File: src/rtl/fifo_wr_ctrl.sv
// Write-side pointer/flag controller of the async FIFO: binary write address, Gray write
// pointer for the read domain, synchronised read pointer, full/almost-full/level, sticky overflow.
module fifo_wr_ctrl #(
  parameter int WIDTH     = 3,
  parameter int AF_MARGIN = 1
) (
  input  logic             w_clk,
  input  logic             w_rst,
  input  logic             w_inc,
  input  logic [WIDTH:0]   rd_ptr,
  input  logic             ovf_clr,
  output logic [WIDTH:0]   wr_ptr,
  output logic [WIDTH-1:0] w_addr,
  output logic             w_en,
  output logic             full,
  output logic             almost_full,
  output logic [WIDTH:0]   w_level,
  output logic             overflow
);

  localparam int unsigned AF_THRESH = (2 ** WIDTH) - AF_MARGIN;

  logic [WIDTH:0] wr_bin_q, wr_bin_d;
  logic [WIDTH:0] wr_ptr_q, wr_ptr_d;
  logic [WIDTH:0] rq1_q, rq2_q;
  logic           overflow_q, overflow_d;
  logic [WIDTH:0] rd_bin_sync;

  // Write enable is also held low while reset is asserted so the memory never
  // captures a word during reset, even with the producer still requesting.
  always_comb begin
    full     = (wr_ptr_q == {~rq2_q[WIDTH:WIDTH-1], rq2_q[WIDTH-2:0]});
    w_en     = w_inc & ~full & w_rst;
    wr_bin_d = wr_bin_q + {{WIDTH{1'b0}}, w_en};
    wr_ptr_d = (wr_bin_d >> 1) ^ wr_bin_d;
  end

  // Gray-to-binary: each binary bit is the XOR of all Gray bits at or above it.
  always_comb begin
    rd_bin_sync = '0;
    for (int i = 0; i <= WIDTH; i++) begin
      rd_bin_sync[i] = ^(rq2_q >> i);
    end
  end

  always_comb begin
    w_level     = wr_bin_q - rd_bin_sync;
    almost_full = (32'(w_level) >= AF_THRESH);
    overflow_d  = overflow_q;
    if (w_inc && full) begin
      overflow_d = 1'b1;
    end else if (ovf_clr) begin
      overflow_d = 1'b0;
    end
  end

  always_ff @(posedge w_clk or negedge w_rst) begin
    if (!w_rst) begin
      wr_bin_q   <= '0;
      wr_ptr_q   <= '0;
      rq1_q      <= '0;
      rq2_q      <= '0;
      overflow_q <= 1'b0;
    end else begin
      wr_bin_q   <= wr_bin_d;
      wr_ptr_q   <= wr_ptr_d;
      rq1_q      <= rd_ptr;
      rq2_q      <= rq1_q;
      overflow_q <= overflow_d;
    end
  end

  assign wr_ptr   = wr_ptr_q;
  assign w_addr   = wr_bin_q[WIDTH-1:0];
  assign overflow = overflow_q;

endmodule

File: config.mk
export PLATFORM = sky130hd
export DESIGN_NAME = fifo_wr_ctrl
export DESIGN_NICKNAME = d
export VERILOG_FILES = /design/src/rtl/fifo_wr_ctrl.sv
export SDC_FILE = /design/constraint.sdc
export NUM_CORES = 1
export LEC_CHECK = 0
export BUFFER_PORTS_ARGS = -buffer_cell sky130_fd_sc_hd__buf_4
export CORE_UTILIZATION = 42
export CTS_CLUSTER_DIAMETER = 30
export DETAILED_ROUTE_END_ITERATION = 10
export PLACE_DENSITY = 0.79
export SLEW_MARGIN = 20
export SYNTH_ARGS = -nofsm -noshare
export SYNTH_HDL_FRONTEND = slang
export SYNTH_SLANG_ARGS = --single-unit
File: constraint.sdc
create_clock -name w_clk -period 2 [get_ports w_clk]
set_input_delay 0.4 -clock w_clk [delete_from_list [all_inputs] [get_ports w_clk]]
set_output_delay 0.4 -clock w_clk [all_outputs]
set_load 0.01 [all_outputs]
* Word-level counts from Yosys, hierarchy flattened
Cells that the tools add are included.
Word-level totals: output and inout port bits 15, word-level logic and storage cells 22, flip-flop bits (word level) 17
Operators by class: add/subtract/negate cells 2, bitwise gates (word level) 5, equality and inequality tests 1, muxes and demuxes 2, magnitude comparators 1, reductions and logical operators 6
Operators by type and width (number):
- parity 4 bit | 4
- adder 4 x 1 -> 4 bit | 1
- equality test 4 bit | 1
- greater-or-equal comparator 4 x 3 -> 1 bit, second input constant | 1
- subtractor 4 bit | 1
- XOR 3 x 4 -> 4 bit | 1
- bitwise AND 1 bit | 2
- two-way mux 1 bit | 2
- inverter 2 bit | 1
- nonzero test 2 bit | 1
- logical AND 1 bit | 1
- inverter 1 bit | 1

* Depth between registers and ports, before layout
Gate-level depths: netlist of the first run.
depth after elaboration 7, gate-level depth with buffers 8

* Worst setup path before layout of the first run
No wires, ideal clock.
path kind register -> output, from register rq2_q[3], to output port almost_full, stages on the path, launching flop included 9, slack -0.392 ns, arrival 1.992 ns, required time 1.600 ns, cell sequence dfrtp_1 -> xnor2_2 -> xor2_2 -> xnor2_1 -> ha_1 -> fa_1 -> xnor2_1 -> nand3_1 -> o21ai_0
Between the ends: cells in the longest elaborated chain, start to end 3, elaborated cells between the ends (all ways) 6
RTL lines:
- start: declaration | RTL line 25 | logic [WIDTH:0] rq1_q, rq2_q;
- start signal: assignment | RTL line 68 | rq2_q <= rq1_q;
- parity 4 bit | RTL line 42 | rd_bin_sync[i] = ^(rq2_q >> i);
- subtractor 4 bit (*) | RTL line 47 | w_level = wr_bin_q - rd_bin_sync;
- via w_level[2] | RTL line 17 | output logic [WIDTH:0] w_level,
- greater-or-equal comparator 4 x 3 -> 1 bit (*) | RTL line 48 | almost_full = (32'(w_level) >= AF_THRESH);
- end: declaration | RTL line 16 | output logic almost_full,
The timed path passes the listed nets; every way through them passes the cells marked *.

* Worst setup path in the final report of the first run
from register rq2_q[2], to output port almost_full
Between the ends: cells in the longest elaborated chain, start to end 3, elaborated cells between the ends (all ways) 5
RTL lines (RTL line):
- parity 4 bit | 42
- subtractor 4 bit (*) | 47
- greater-or-equal comparator 4 x 3 -> 1 bit (*) | 48
Every way passes the cells marked *; elsewhere a longest branch is shown, timed or not.

==> results of run 1 <==
==> cell usage after synthesis <==
cell type  instances  area share (%)
xnor2_1            5             6.2
inv_1              8             4.3
xor2_1             6             7.5
nand4_1            1            0.89
o21ai_0            1            0.71
xnor2_2            1             2.3
nand3b_1           1             1.1
fa_1               1             2.8
dfrtp_1           16              57
nand3_1            2             1.4
nor2_1             1            0.53
xor2_2             1             2.3
and3_1             2             1.8
a21oi_1            2             1.4
ha_1               5             8.9
o22ai_1            1            0.89
==> worst max-delay path, cell delays in order, from the launching register on <==
cell     delay, ns
dfrtp_1       0.41
xnor2_2       0.23
xor2_2        0.18
xnor2_1       0.14
ha_2          0.21
fa_2          0.43
inv_2         0.07
nand3_2       0.06
o21ai_2       0.06
buf_4         0.13
==> per-layer routing <==
metal	up-vias	GRT usage (%)	part of all wire, %
met5	-	0	0
met4	0	9.375	0
met3	0	1.277	2.1
met2	12	28.48	55
met1	268	19.55	43
li1	256	-	-
==> layout by cell type (no fill, tap or decap) <==
cell and instances:
buf_4 32, dfrtp_1 16, inv_1 6, buf_6 6, xor2_1 4, xnor2_2 3, xor2_2 3, xnor2_1 3
ha_4 3, clkbuf_4 3, inv_2 2, and3_4 2, a21oi_2 2, nand4_1 1, nand3_1 1, nand3b_1 1
nor2_1 1, nand3_2 1, o21ai_2 1, o22ai_1 1, fa_2 1, ha_1 1, ha_2 1, clkbuf_8 1
==> kinds of logic (layout without fill, tap and decap cells) <==
family / after synthesis / count (layout) / synth area share, %
buffers and inverters: 8 / 50 / 4.271
AND/OR/NAND/NOR: 7 / 7 / 5.694
adder cells (fa/ha/maj): 6 / 6 / 11.74
AO/OA/AOI/OAI: 4 / 4 / 3.025
XOR/XNOR: 13 / 13 / 18.33
flip-flops: 16 / 16 / 56.94
==> per-stage QoR <==
step           setup slack (ns)  TNS [ns]  instance area (µm²)  instances
5_1_grt                 -0.7405    -3.058                 1166        112
2_1_floorplan           -0.2534   -0.3615                719.4         54
6_report                -0.5898    -2.153                 1166        112
3_3_place_gp            -0.3036   -0.9689                987.2        103
3_5_place_dp            -0.3372    -1.154                987.2        103
4_1_cts                 -0.6209    -2.214                 1106        110
==> how the worst max path moves through the flow <==
stage | from | to | slack (ns) | cells after the start
CTS | rq2_q[3]$_DFF_PN0_ | almost_full | -0.62 | 9
global route | rq2_q[2]$_DFF_PN0_ | almost_full | -0.74 | 9
detailed placement | rq2_q[2]$_DFF_PN0_ | almost_full | -0.34 | 9
global placement | rq2_q[2]$_DFF_PN0_ | almost_full | -0.30 | 9
finish | rq2_q[2]$_DFF_PN0_ | almost_full | -0.59 | 9
floorplan | rq2_q[2]$_DFF_PN0_ | almost_full | -0.25 | 8
==> registers in the layout (all words and copies together), names as in the netlist <==
register and cells:
overflow 1, rq2_q 4, wr_ptr 3, rq1_q 4, wr_bin_q 4
==> timing repair <==
item	4_1_cts	5_1_grt
setup endpoints to repair	10	9
pin swaps	10	5
buffers inserted	3	2
resized for setup	12	8
==> area by class of cell <==
type	count	area (µm²)
Sequential cell	16	400.4
Clock buffer	4	36.28
Multi-Input combinational cell	30	371.6
Fill cell	108	375.4
Timing Repair Buffer	38	307.8
Tap cell	16	20.02
Inverter	8	30.03
==> power groups by stage <==
| stage | Sequential, W | Clock [W] | Combinational, W |
|---|---|---|---|
| 2_1_floorplan | 0.000529 | 0 | 0.000455 |
| 3_3_place_gp | 0.000498 | 0 | 0.000928 |
| 3_5_place_dp | 0.000501 | 0 | 0.000953 |
| 4_1_cts | 0.000508 | 0.000210 | 0.00109 |
| 5_1_grt | 0.000530 | 0.000230 | 0.00128 |
| 6_report | 0.000518 | 0.000203 | 0.00118 |
==> impl_metrics.toml, run 1 <==
[outcome]
outcome = "finished, violations left"
violations = "negative setup slack"

[finish]
fin_nets = 111
fin_util_pct = 75.65
num_antenna_cells = 0
final_layout_size_suffix_gt1_share_pct = 63.54
syn2layout_area_growth_pct = 65.84

[power_and_ir_drop]
power_leakage_nw = 0.5740
p_per_area_mw_per_mm2 = 1628
internal_power_w = 0.001217
p_sw_w = 0.0006807
ir_worst_vdd_mv = 0.9704
seqPwrFrac_pct = 27.3
combPwrFrac_pct = 62.0
switching_share_pct = 35.87
pwr-share-clk_pct = 10.7
total_power_w = 0.001898

[global_routing]
grt_pass1_vias = 518
overflow = 0
grt_first_pass_wirelength_mm = 2.159
track_usage_pct = 16.34
grt_antenna_before_repair = 0
grt_max_degree = 17

[sta]
tightest_slew_ns = 0.2559
finalClockSkew_ns = 0.0007679
rsz0062_at_grt = "true"
fin_crit_sh_pct = 129.5
slew_violations = 0
holdWs_ns = 0.06881
setup_violations = 6
clock.fmax_mhz = 386.1
finalCriticalPeriod_ns = 2.590
relSlewSlack_pct = 82.94
hold_viol_final = 0
setup_ws_ns = -0.5898

[clocking]
h-tree-depth = 1
ctsLongestPathBuffers = 2
tritoncts = "built"
clkSinkCount = 16
clk_pin_slew_ns = 0.09
numCtsBuffers = 3
clk-insertion-delay-late_ns = 0.28
hold_buffers = 0
cts-root-buf = "clkbuf_4"

[setup_path]
r2r-start = "rq2_q[2]$_DFF_PN0_"
crit_type = "flop to primary output"
crit_arrival_ns = 2.19
rrSetupSlack_ns = 0.05
cp-start-kind = "flop"
worst-r2r-cell-count = 9
timing.rr.end = "wr_ptr[2]$_DFF_PN0_"
cp-end-kind = "primary output"
cp_max_fo = 2
cp_data_required_time_ns = 1.60

[synth]
ys_seq_area_share_pct = 56.94
syn_area_um2 = 703.2
synthDistinctLibCells = 16
ys_seq_elements = 16
syn_inst = 54
yosysWarnings = 0
postSynthNetCount = 68
synth.avg_cell_area_um2 = 13.02

[floorplan]
start_util_pct = 45.62
fp.dieH_um = 42.92
fp-row-count = 14
dieArea_mm2 = 0.001842
coreArea_mm2 = 0.001541
die_x_um = 42.92
ios = 23

[job]
maxCapViolCount = 0

[placement]
port_buffers = 22
place_hpwl_um = 962.1
gp_congestion = 0.7156

[drt]
first_pass_iters = 4
drc_errors = 0
final_antenna_net_count = 0
vias = 536
drt_iter0_markers = 4
viasPerCell = 4.786
wl_per_cell_um = 11.84
finalWirelength_mm = 1.326

[worst_hold_path]
min_path_type = "input port to async pin"
(Power assumes the default switching activity.)
==> run 2, diff against run 1 <==
CORE_MARGIN = 2   (was unset)
RECOVER_POWER = 100   (was unset)
TNS_END_PERCENT = 30   (was unset)
==> impl_metrics.toml, run 2 (synthesized netlist as in run 1, its figures left out) <==
[setup_path]
critPathMaxStageDelay_ns = 0.53
path_delay_family = "adder cells"
slowest_stage = "fa_2"
critical_path.cell_chain = "xnor2_2, xor2_2, xnor2_1, ha_2, fa_2, inv_2, nand3_2, o21ai_2, buf_4"
cp-end-kind = "primary output"
cp-start-kind = "flop"
cp_data_required_time_ns = 1.60
crit_arrival_ns = 2.22
crit_type = "flop to primary output"
cp_max_fo = 2
worst-path-buf-inv = 2

[clocking]
cts-root-buf = "clkbuf_4"
numCtsBuffers = 3
ctsLongestPathBuffers = 2
clk_pin_slew_ns = 0.09
hold_buffers = 0
tritoncts = "built"
h-tree-depth = 1
clkSinkCount = 16
clk-insertion-delay-late_ns = 0.28

[drt]
wl_per_cell_um = 12.76
finalWirelength_mm = 1.353
drc_errors = 0
vias = 499
viasPerCell = 4.708
drt_iter0_markers = 5
first_pass_iters = 4
final_antenna_net_count = 0

[finish]
final_cell_mix = "dfrtp_1 (16), buf_4 (15), clkbuf_1 (11)"
mostFrequentLayoutCell = "dfrtp_1"
fin_util_pct = 65.75
reg.largest.list = "rq1_q (4), rq2_q (4), wr_bin_q (4)"
fin_nets = 105
final_layout_size_suffix_gt1_share_pct = 40.00
syn2layout_area_growth_pct = 44.13
num_antenna_cells = 0

[sta]
setup_ws_ns = -0.6183
holdWs_ns = 0.2452
hold_viol_final = 0
relSlewSlack_pct = 44.11
finalCriticalPeriod_ns = 2.618
tightest_slew_ns = 0.8383
setup_violations = 7
slew_violations = 0
rsz0062_at_grt = "true"
finalClockSkew_ns = 0.001568
fin_crit_sh_pct = 130.9
clock.fmax_mhz = 381.9

[floorplan]
start_util_pct = 45.62
die_x_um = 44.92
fp-row-count = 14
dieArea_mm2 = 0.002017
ios = 23
coreArea_mm2 = 0.001541
fp.dieH_um = 44.92

[power_and_ir_drop]
combPwrFrac_pct = 56.6
internal_power_w = 0.001008
switching_share_pct = 38.51
p_sw_w = 0.0006316
p_per_area_mw_per_mm2 = 1618
power_leakage_nw = 0.4972
pwr-share-clk_pct = 12.4
ir_worst_vdd_mv = 0.9965
seqPwrFrac_pct = 31.0

[placement]
place_hpwl_mm = 1.015
gp_congestion = 0.7493
port_buffers = 22

[global_routing]
grt_first_pass_wirelength_mm = 2.070
grt_antenna_before_repair = 0
grt_max_degree = 17
track_usage_pct = 14.83
overflow = 0
grt_pass1_vias = 485

[worst_hold_path]
min_path_type = "input port to flop"

[job]
maxCapViolCount = 0

[outcome]
outcome = "finished, violations left"
violations = "negative setup slack"
## run 2: worst paths after layout
kind / to / slack [ns] / cells after the start / from
setup / recovery: almost_full / -0.62 / 9 / rq2_q[2]$_DFF_PN0_
hold / removal: rq1_q[0]$_DFF_PN0_ / 0.25 / 1 / rd_ptr[0]
setup reg to reg: wr_ptr[1]$_DFF_PN0_ / -0.02 / 8 / rq2_q[3]$_DFF_PN0_
hold reg to reg: rq2_q[2]$_DFF_PN0_ / 0.36 / 0 / rq1_q[2]$_DFF_PN0_
max in group asynchronous: wr_bin_q[3]$_DFF_PN0_ / 1.12 / 2 / w_rst
min in group asynchronous: rq1_q[3]$_DFF_PN0_ / 0.37 / 2 / w_rst
## run 2: through the flow
stage	setup TNS [ns]	area (µm²)	total power [W]	cells	setup slack, ns
floorplan	-0.4241	716.9	0.0009725	54	-0.2748
global placement	-1.010	969.7	0.001399	101	-0.3230
detailed placement	-1.178	969.7	0.001423	101	-0.3682
CTS	-2.365	1049	0.001708	106	-0.6510
global route	-3.351	1013	0.001771	106	-0.7760
finish	-2.256	1013	0.001640	106	-0.6183
## run 2: what timing repair did
item,4_1_cts,5_1_grt
setup buffers,1,0
pin swaps,6,3
endpoints found under the setup margin,9,9
resized for setup,9,4
## run 2: power groups by stage
stage	Clock, W	Combinational [W]	Sequential [W]
after floorplan	0	0.000444	0.000529
after global placement	0	0.000900	0.000498
after detailed placement	0	0.000921	0.000502
after CTS	0.000208	0.000996	0.000503
after global routing	0.000229	0.00101	0.000527
final	0.000203	0.000928	0.000509
## run 2: routing by layer
metal / track usage (%) / wire (µm) / vias to the layer above / part of all wire, %
li1: - / - / 244 / -
met1: 17.43 / 498 / 244 / 37
met2: 26.38 / 809 / 11 / 60
met3: 2.400 / 44 / 0 / 3.3
met4: 7.059 / 0 / 0 / 0
met5: 0 / 0 / - / 0
## run 2: final cells by class
type	count	area, µm²
flip-flops and latches	16	400.4
fillers	130	528.0
inverters	8	30.03
repair buffers	32	206.4
clock buffers	4	36.28
multi-input cells	30	320.3
well taps	16	20.02
## run 2: worst register-to-register path: cells and delay by family (launching register included)
kind	cells	cell delay [ns]
buf+inv	1	0.15
simple gates	2	0.38
flops	1	0.41
fa+ha+maj	2	0.46
xor+xnor	3	0.52
